**src/rtl/scan_7seg_2dig.sv**
```systemverilog
// Two-digit multiplexed 7-segment driver.
// Latches BCD digits on load and scans them with a blanking gap.
module scan_7seg_2dig #(
  parameter int REFRESH_CYCLES = 1000,
  parameter int DEAD_CYCLES    = 16,
  parameter bit ACTIVE_LOW     = 1'b1,
  parameter bit BLANK_LZ       = 1'b1
) (
  input  logic       clk,
  input  logic       rst_n,
  input  logic       load,
  input  logic [3:0] decenas,
  input  logic [3:0] unidades,
  output logic [0:6] seg,
  output logic [1:0] dig_en,
  output logic       busy
);

  localparam int CMAX =
    (REFRESH_CYCLES > DEAD_CYCLES) ?
    REFRESH_CYCLES : DEAD_CYCLES;
  localparam int CW =
    (CMAX > 1) ? $clog2(CMAX) : 1;

  localparam logic [CW-1:0] R_LAST =
    CW'(REFRESH_CYCLES - 1);
  localparam logic [CW-1:0] D_LAST =
    (DEAD_CYCLES > 0) ?
    CW'(DEAD_CYCLES - 1) : '0;
  localparam bit HAS_GAP =
    (DEAD_CYCLES > 0);

  localparam logic [0:6] SEG_OFF =
    {7{ACTIVE_LOW}};
  localparam logic [1:0] EN_OFF =
    {2{ACTIVE_LOW}};

  typedef enum logic [1:0] {
    SHOW_U,
    GAP_U,
    SHOW_D,
    GAP_D
  } state_t;

  state_t        state_q, state_d;
  logic [CW-1:0] cnt_q, cnt_d;
  logic [3:0]    dig_u_q, dig_u_d;
  logic [3:0]    dig_d_q, dig_d_d;
  logic          busy_q, busy_d;
  logic [0:6]    seg_q, seg_d;
  logic [1:0]    en_q, en_d;
  logic [0:6]    seg_hi;
  logic [1:0]    en_hi;

  // Active-high segment pattern, a..g.
  function automatic logic [0:6] decode(
    input logic [3:0] v
  );
    logic [0:6] s;
    case (v)
      4'd0:    s = 7'b1111110;
      4'd1:    s = 7'b0110000;
      4'd2:    s = 7'b1101101;
      4'd3:    s = 7'b1111001;
      4'd4:    s = 7'b0110011;
      4'd5:    s = 7'b1011011;
      4'd6:    s = 7'b1011111;
      4'd7:    s = 7'b1110000;
      4'd8:    s = 7'b1111111;
      4'd9:    s = 7'b1111011;
      default: s = 7'b0000001;
    endcase
    return s;
  endfunction

  // Digit capture; load may be held to re-capture every cycle.
  always_comb begin
    dig_u_d = dig_u_q;
    dig_d_d = dig_d_q;
    busy_d  = busy_q;
    if (load) begin
      dig_u_d = unidades;
      dig_d_d = decenas;
      busy_d  = 1'b1;
    end
  end

  // Scan sequencer: slot counter and state advance.
  always_comb begin
    state_d = state_q;
    cnt_d   = cnt_q + 1'b1;
    unique case (state_q)
      SHOW_U: begin
        if (cnt_q == R_LAST) begin
          cnt_d   = '0;
          state_d = HAS_GAP ? GAP_U : SHOW_D;
        end
      end
      GAP_U: begin
        if (cnt_q == D_LAST) begin
          cnt_d   = '0;
          state_d = SHOW_D;
        end
      end
      SHOW_D: begin
        if (cnt_q == R_LAST) begin
          cnt_d   = '0;
          state_d = HAS_GAP ? GAP_D : SHOW_U;
        end
      end
      GAP_D: begin
        if (cnt_q == D_LAST) begin
          cnt_d   = '0;
          state_d = SHOW_U;
        end
      end
      default: begin
        cnt_d   = '0;
        state_d = SHOW_U;
      end
    endcase
  end

  // Output pattern from current slot and freshly captured digits,
  // so a load shows up on the very next edge.
  always_comb begin
    seg_hi = '0;
    en_hi  = '0;
    if (busy_d) begin
      unique case (state_q)
        SHOW_U: begin
          en_hi  = 2'b01;
          seg_hi = decode(dig_u_d);
        end
        SHOW_D: begin
          if (!(BLANK_LZ && dig_d_d == 4'd0)) begin
            en_hi  = 2'b10;
            seg_hi = decode(dig_d_d);
          end
        end
        default: begin
          en_hi  = '0;
          seg_hi = '0;
        end
      endcase
    end
    seg_d = seg_hi ^ SEG_OFF;
    en_d  = en_hi ^ EN_OFF;
  end

  // Scan state and slot counter registers.
  always_ff @(posedge clk or negedge rst_n) begin
    if (!rst_n) begin
      state_q <= SHOW_U;
      cnt_q   <= '0;
    end else begin
      state_q <= state_d;
      cnt_q   <= cnt_d;
    end
  end

  // Digit and busy registers.
  always_ff @(posedge clk or negedge rst_n) begin
    if (!rst_n) begin
      dig_u_q <= '0;
      dig_d_q <= '0;
      busy_q  <= 1'b0;
    end else begin
      dig_u_q <= dig_u_d;
      dig_d_q <= dig_d_d;
      busy_q  <= busy_d;
    end
  end

  // Registered display outputs.
  always_ff @(posedge clk or negedge rst_n) begin
    if (!rst_n) begin
      seg_q <= SEG_OFF;
      en_q  <= EN_OFF;
    end else begin
      seg_q <= seg_d;
      en_q  <= en_d;
    end
  end

  assign seg    = seg_q;
  assign dig_en = en_q;
  assign busy   = busy_q;

endmodule
```
**config.mk**
```make
export PLATFORM = sky130hd
export DESIGN_NAME = scan_7seg_2dig
export DESIGN_NICKNAME = d
export VERILOG_FILES = /design/src/rtl/scan_7seg_2dig.sv
export SDC_FILE = /design/constraint.sdc
export NUM_CORES = 1
export LEC_CHECK = 0
export CAP_MARGIN = 20
export CORE_MARGIN = 2
export CORE_UTILIZATION = 55
export DETAILED_ROUTE_END_ITERATION = 8
export HOLD_SLACK_MARGIN = 0.02
export PLACE_DENSITY = 0.88
export SYNTH_ARGS = -nofsm -noshare
export SYNTH_HDL_FRONTEND = slang
export SYNTH_SLANG_ARGS = --single-unit
```
**constraint.sdc**
```tcl
create_clock -name clk -period 2.18 [get_ports clk]
set_input_delay 0.218 -clock clk [delete_from_list [all_inputs] [get_ports clk]]
set_output_delay 0.218 -clock clk [all_outputs]
set_load 0.005 [all_outputs]
```
==> results.md <==
- # setup viols final: 0
- Number of core rows: 20
- Pwr/cell area: around 580 mW/mm2
- Vias/cell: 5.49
- Post-synth EDFFs: 0
- Clock share of power: 0.280
- Clock buffer count from CTS: 5
- Total gr overflow: 0
- Initial drt markers: 68
- Top cell type's share of synthesized area: 0.301
- CTS sink count: 30
- Root Driver: clkbuf_4
- Met1 Use GR: 0.250
- HPWL Detailed: 2.66 mm
- Worst VDD drop: between 300 and 400 uV
- Core area: between 0.003 and 0.004 mm2
- Outcome: complete, no violations
- Seq pwr share: 0.508
- CTS tree: built
- Worst EP arrival: 2.11 ns
- WP data required: 2.45 ns
- RSZ-0062 raised after global routing: false
- Unique cell type count in the Yosys netlist: 43
- Seq cells post-synth: 30
- Slew of the pin with the lowest slew margin: roughly 0.46 ns
- Mapped Cells: 167
- Fmax achieved: 0.544 GHz
- Setup WS pre-CTS: 0.0182 ns
- Hold buffers post-CTS: 0
- Routability-driven placement congestion ratio: 0.896
- Net Sw Frac: 0.265
- Max_slew headroom: 0.696
- Multiplexer share of the synthesized area: 0.105
- Synth Area in Adders: 0.115
- Xor/xnor share of the synthesized area: 0.0401
- YS warnings: 0
- Layout cells sized above 1: 0.171
- GRT Total Usage: 0.219
- Predominant post-synthesis flop cell: dfrtp_1
- Area grow syn2layout: 20.7%
- Sequential area share after synthesis: 0.436
- Routed wire length: 3.52 mm
- Max-cap violations: 0
- PostCTS Resize Cnt: 0
- Clock slew at reported path FFs: about 0.10 ns
- HP Class: in2async
- Crit-path max FO: 15
- Die width: around 60 um
- Fin worst setup slack: 0.343 ns
- Filler instances: 231
- Syn nets: 194
- Clock latency on the worst-skew pair: 0.33 ns
- Ys async rst share: 1.00
- Pint: 899 uW
- Nets: 225
- Fin. Hold Viols: 0
- Wire per inst: 14.5 um
- Initial antenna violation count: 0
- Gate power share: 0.212
- Worst Setup End Kind: register
- Critical path class: in2reg
- DRC violations left: 0
- Switching power: 324 uW
- Setup tns final: 0 ns
- Met2 usage: 0.376
- Number of global-route vias before repair: 1326
- Longest Clk Path Bufs: 2
- Drt first pass iters: 4
- Top post-synthesis cells by area: dfrtp_1 (30%), dfstp_2 (14%), ha_1 (11%)
- Period minus WS final: about 1.8 ns
- Post-CTS Setup Inserts: 0
- Die area: 0.00365 mm2
- First-pass GRT wire length: 5.76 mm
- Post-synthesis cell area: between 0.0015 and 0.002 mm2
- # IOs: 21
- H-tree depth: 2
- Initial core utilization: 0.577
- Final Max Slew Viols: 0
- Setup Skew: roughly 0.013 ns
- Die Span Y: around 60 um
- Critical path launch point type: primary input
- Antenna-violating nets left: 0
- Post-Syn Area per Cell: 10.5 um2
- Grt peak-use layer: met2
- Compound-gate portion of the synthesized area: 0.109
- Antenna cells: 0
- P_leak: 0.960 nW
- GR Util met3: 0.0661
- Port Buffer Count: 20
- Part of the cycle the worst path needs: 0.843
- Post-Synth Simple-Gate Area: 0.152
- Vias: about 1.3k
- Cell taking the most area after synthesis: dfrtp_1
- Main combinational cell family by area after synthesis: simple AND/OR/NAND/NOR gates
- Largest net degree at the start of global routing: 31
through the flow:
| step | utilization | total power [mW] | hold slack (ns) | cells | instance area (um2) |
|---|---|---|---|---|---|
| after floorplan | - | 0.764 | -0.0776 | 167 | 1750 |
| after global placement | 0.677 | 0.880 | 0.446 | 235 | 2050 |
| after detailed placement | 0.677 | 0.890 | 0.473 | 235 | 2050 |
| after CTS | 0.697 | 1.23 | 0.261 | 243 | 2110 |
| after global routing | 0.697 | 1.30 | 0.284 | 243 | 2110 |
| final | 0.697 | 1.22 | 0.263 | 243 | 2110 |
cell usage in the layout (no fill, tap or decap), types with 2 or more instances in the layout:
cell type         n
nor2_1           16
a21oi_1           4
or2_2             3
dfstp_2           9
mux2i_1          12
nor3b_1           2
nand2_1           6
a211oi_1          2
nand3_1           7
clkdlybuf4s50_1  20
a21o_1            2
and3_1            2
o21ai_0           8
clkbuf_4          5
buf_4             7
a22oi_1           2
xnor2_1           4
nor3_1            7
inv_1            14
clkbuf_1          2
ha_1             16
dfrtp_1          21
xor2_1            4
kinds of logic after synthesis:
| logic type | Yosys count |
|---|---|
| simple gates | 52 |
| flops | 30 |
| compound gates | 27 |
| buf+inv | 18 |
| mux | 16 |
| fa+ha+maj | 16 |
| xor+xnor | 8 |
critical path: stages:
cell             delay (ns)
clkdlybuf4s50_1        0.51
buf_12                 0.16
mux2i_1                0.24
buf_4                  0.16
ha_1                   0.27
nor3_1                 0.10
o31ai_1                0.25
a31o_2                 0.19
state kept, by name (all words and copies together), names as in the netlist:
| register | flops |
|---|---|
| busy | 1 |
| dig_en | 2 |
| state_q | 2 |
| cnt_q | 10 |
| dig_d_q | 4 |
| dig_u_q | 4 |
| seg | 7 |
power by group through the flow:
stage | registers [mW] | clock network [mW] | logic, mW
global placement | 0.631 | 0 | 0.248
floorplan | 0.631 | 0 | 0.133
finish | 0.621 | 0.343 | 0.259
global route | 0.624 | 0.387 | 0.286
CTS | 0.621 | 0.353 | 0.260
detailed placement | 0.632 | 0 | 0.259
final cells by class:
| class | count | area (um2) | area share |
|---|---|---|---|
| clock buffer | 8 | 58.8 | 0.0279 |
| inverter | 14 | 52.6 | 0.0249 |
| multi-input combinational | 119 | 908 | 0.431 |
| sequential | 30 | 762 | 0.361 |
| tap | 44 | 55.1 | 0.0261 |
| timing repair buffer | 28 | 273 | 0.129 |
worst paths after layout:
kind | startpoint | endpoint | slack, ns | cells past startpoint
worst max-delay path | load | seg[0]$_DFF_PN1_ | 0.34 | 8
worst min-delay path | rst_n | cnt_q[9]$_DFF_PN0_ | 0.26 | 2
worst max register to register | cnt_q[0]$_DFF_PN0_ | state_q[1]$_DFFE_PN0P_ | 0.38 | 5
worst min register to register | cnt_q[0]$_DFF_PN0_ | cnt_q[0]$_DFF_PN0_ | 0.49 | 1
max in group asynchronous | rst_n | seg[1]$_DFF_PN1_ | 1.59 | 2
min in group clk | cnt_q[0]$_DFF_PN0_ | cnt_q[0]$_DFF_PN0_ | 0.49 | 1
metal layers:
metal	share of wire	vias up
met5	0	-
met4	0.015	0
met3	0.058	7
met2	0.52	48
met1	0.41	641
li1	-	639
cells in the mapped netlist (2+ instances only):
master / instances
nor2_1: 16
dfrtp_1: 21
nor3b_1: 2
xnor2_1: 4
a211oi_1: 2
a21oi_1: 4
or2_2: 3
a21o_1: 2
and3_1: 2
nand3_1: 7
a22oi_1: 2
buf_4: 2
xor2_1: 4
o21ai_0: 8
nor3_1: 7
nand2_1: 6
inv_1: 14
buf_2: 2
mux2i_1: 12
dfstp_2: 9
ha_1: 16
Note: power is estimated with default switching activity, not from simulation.
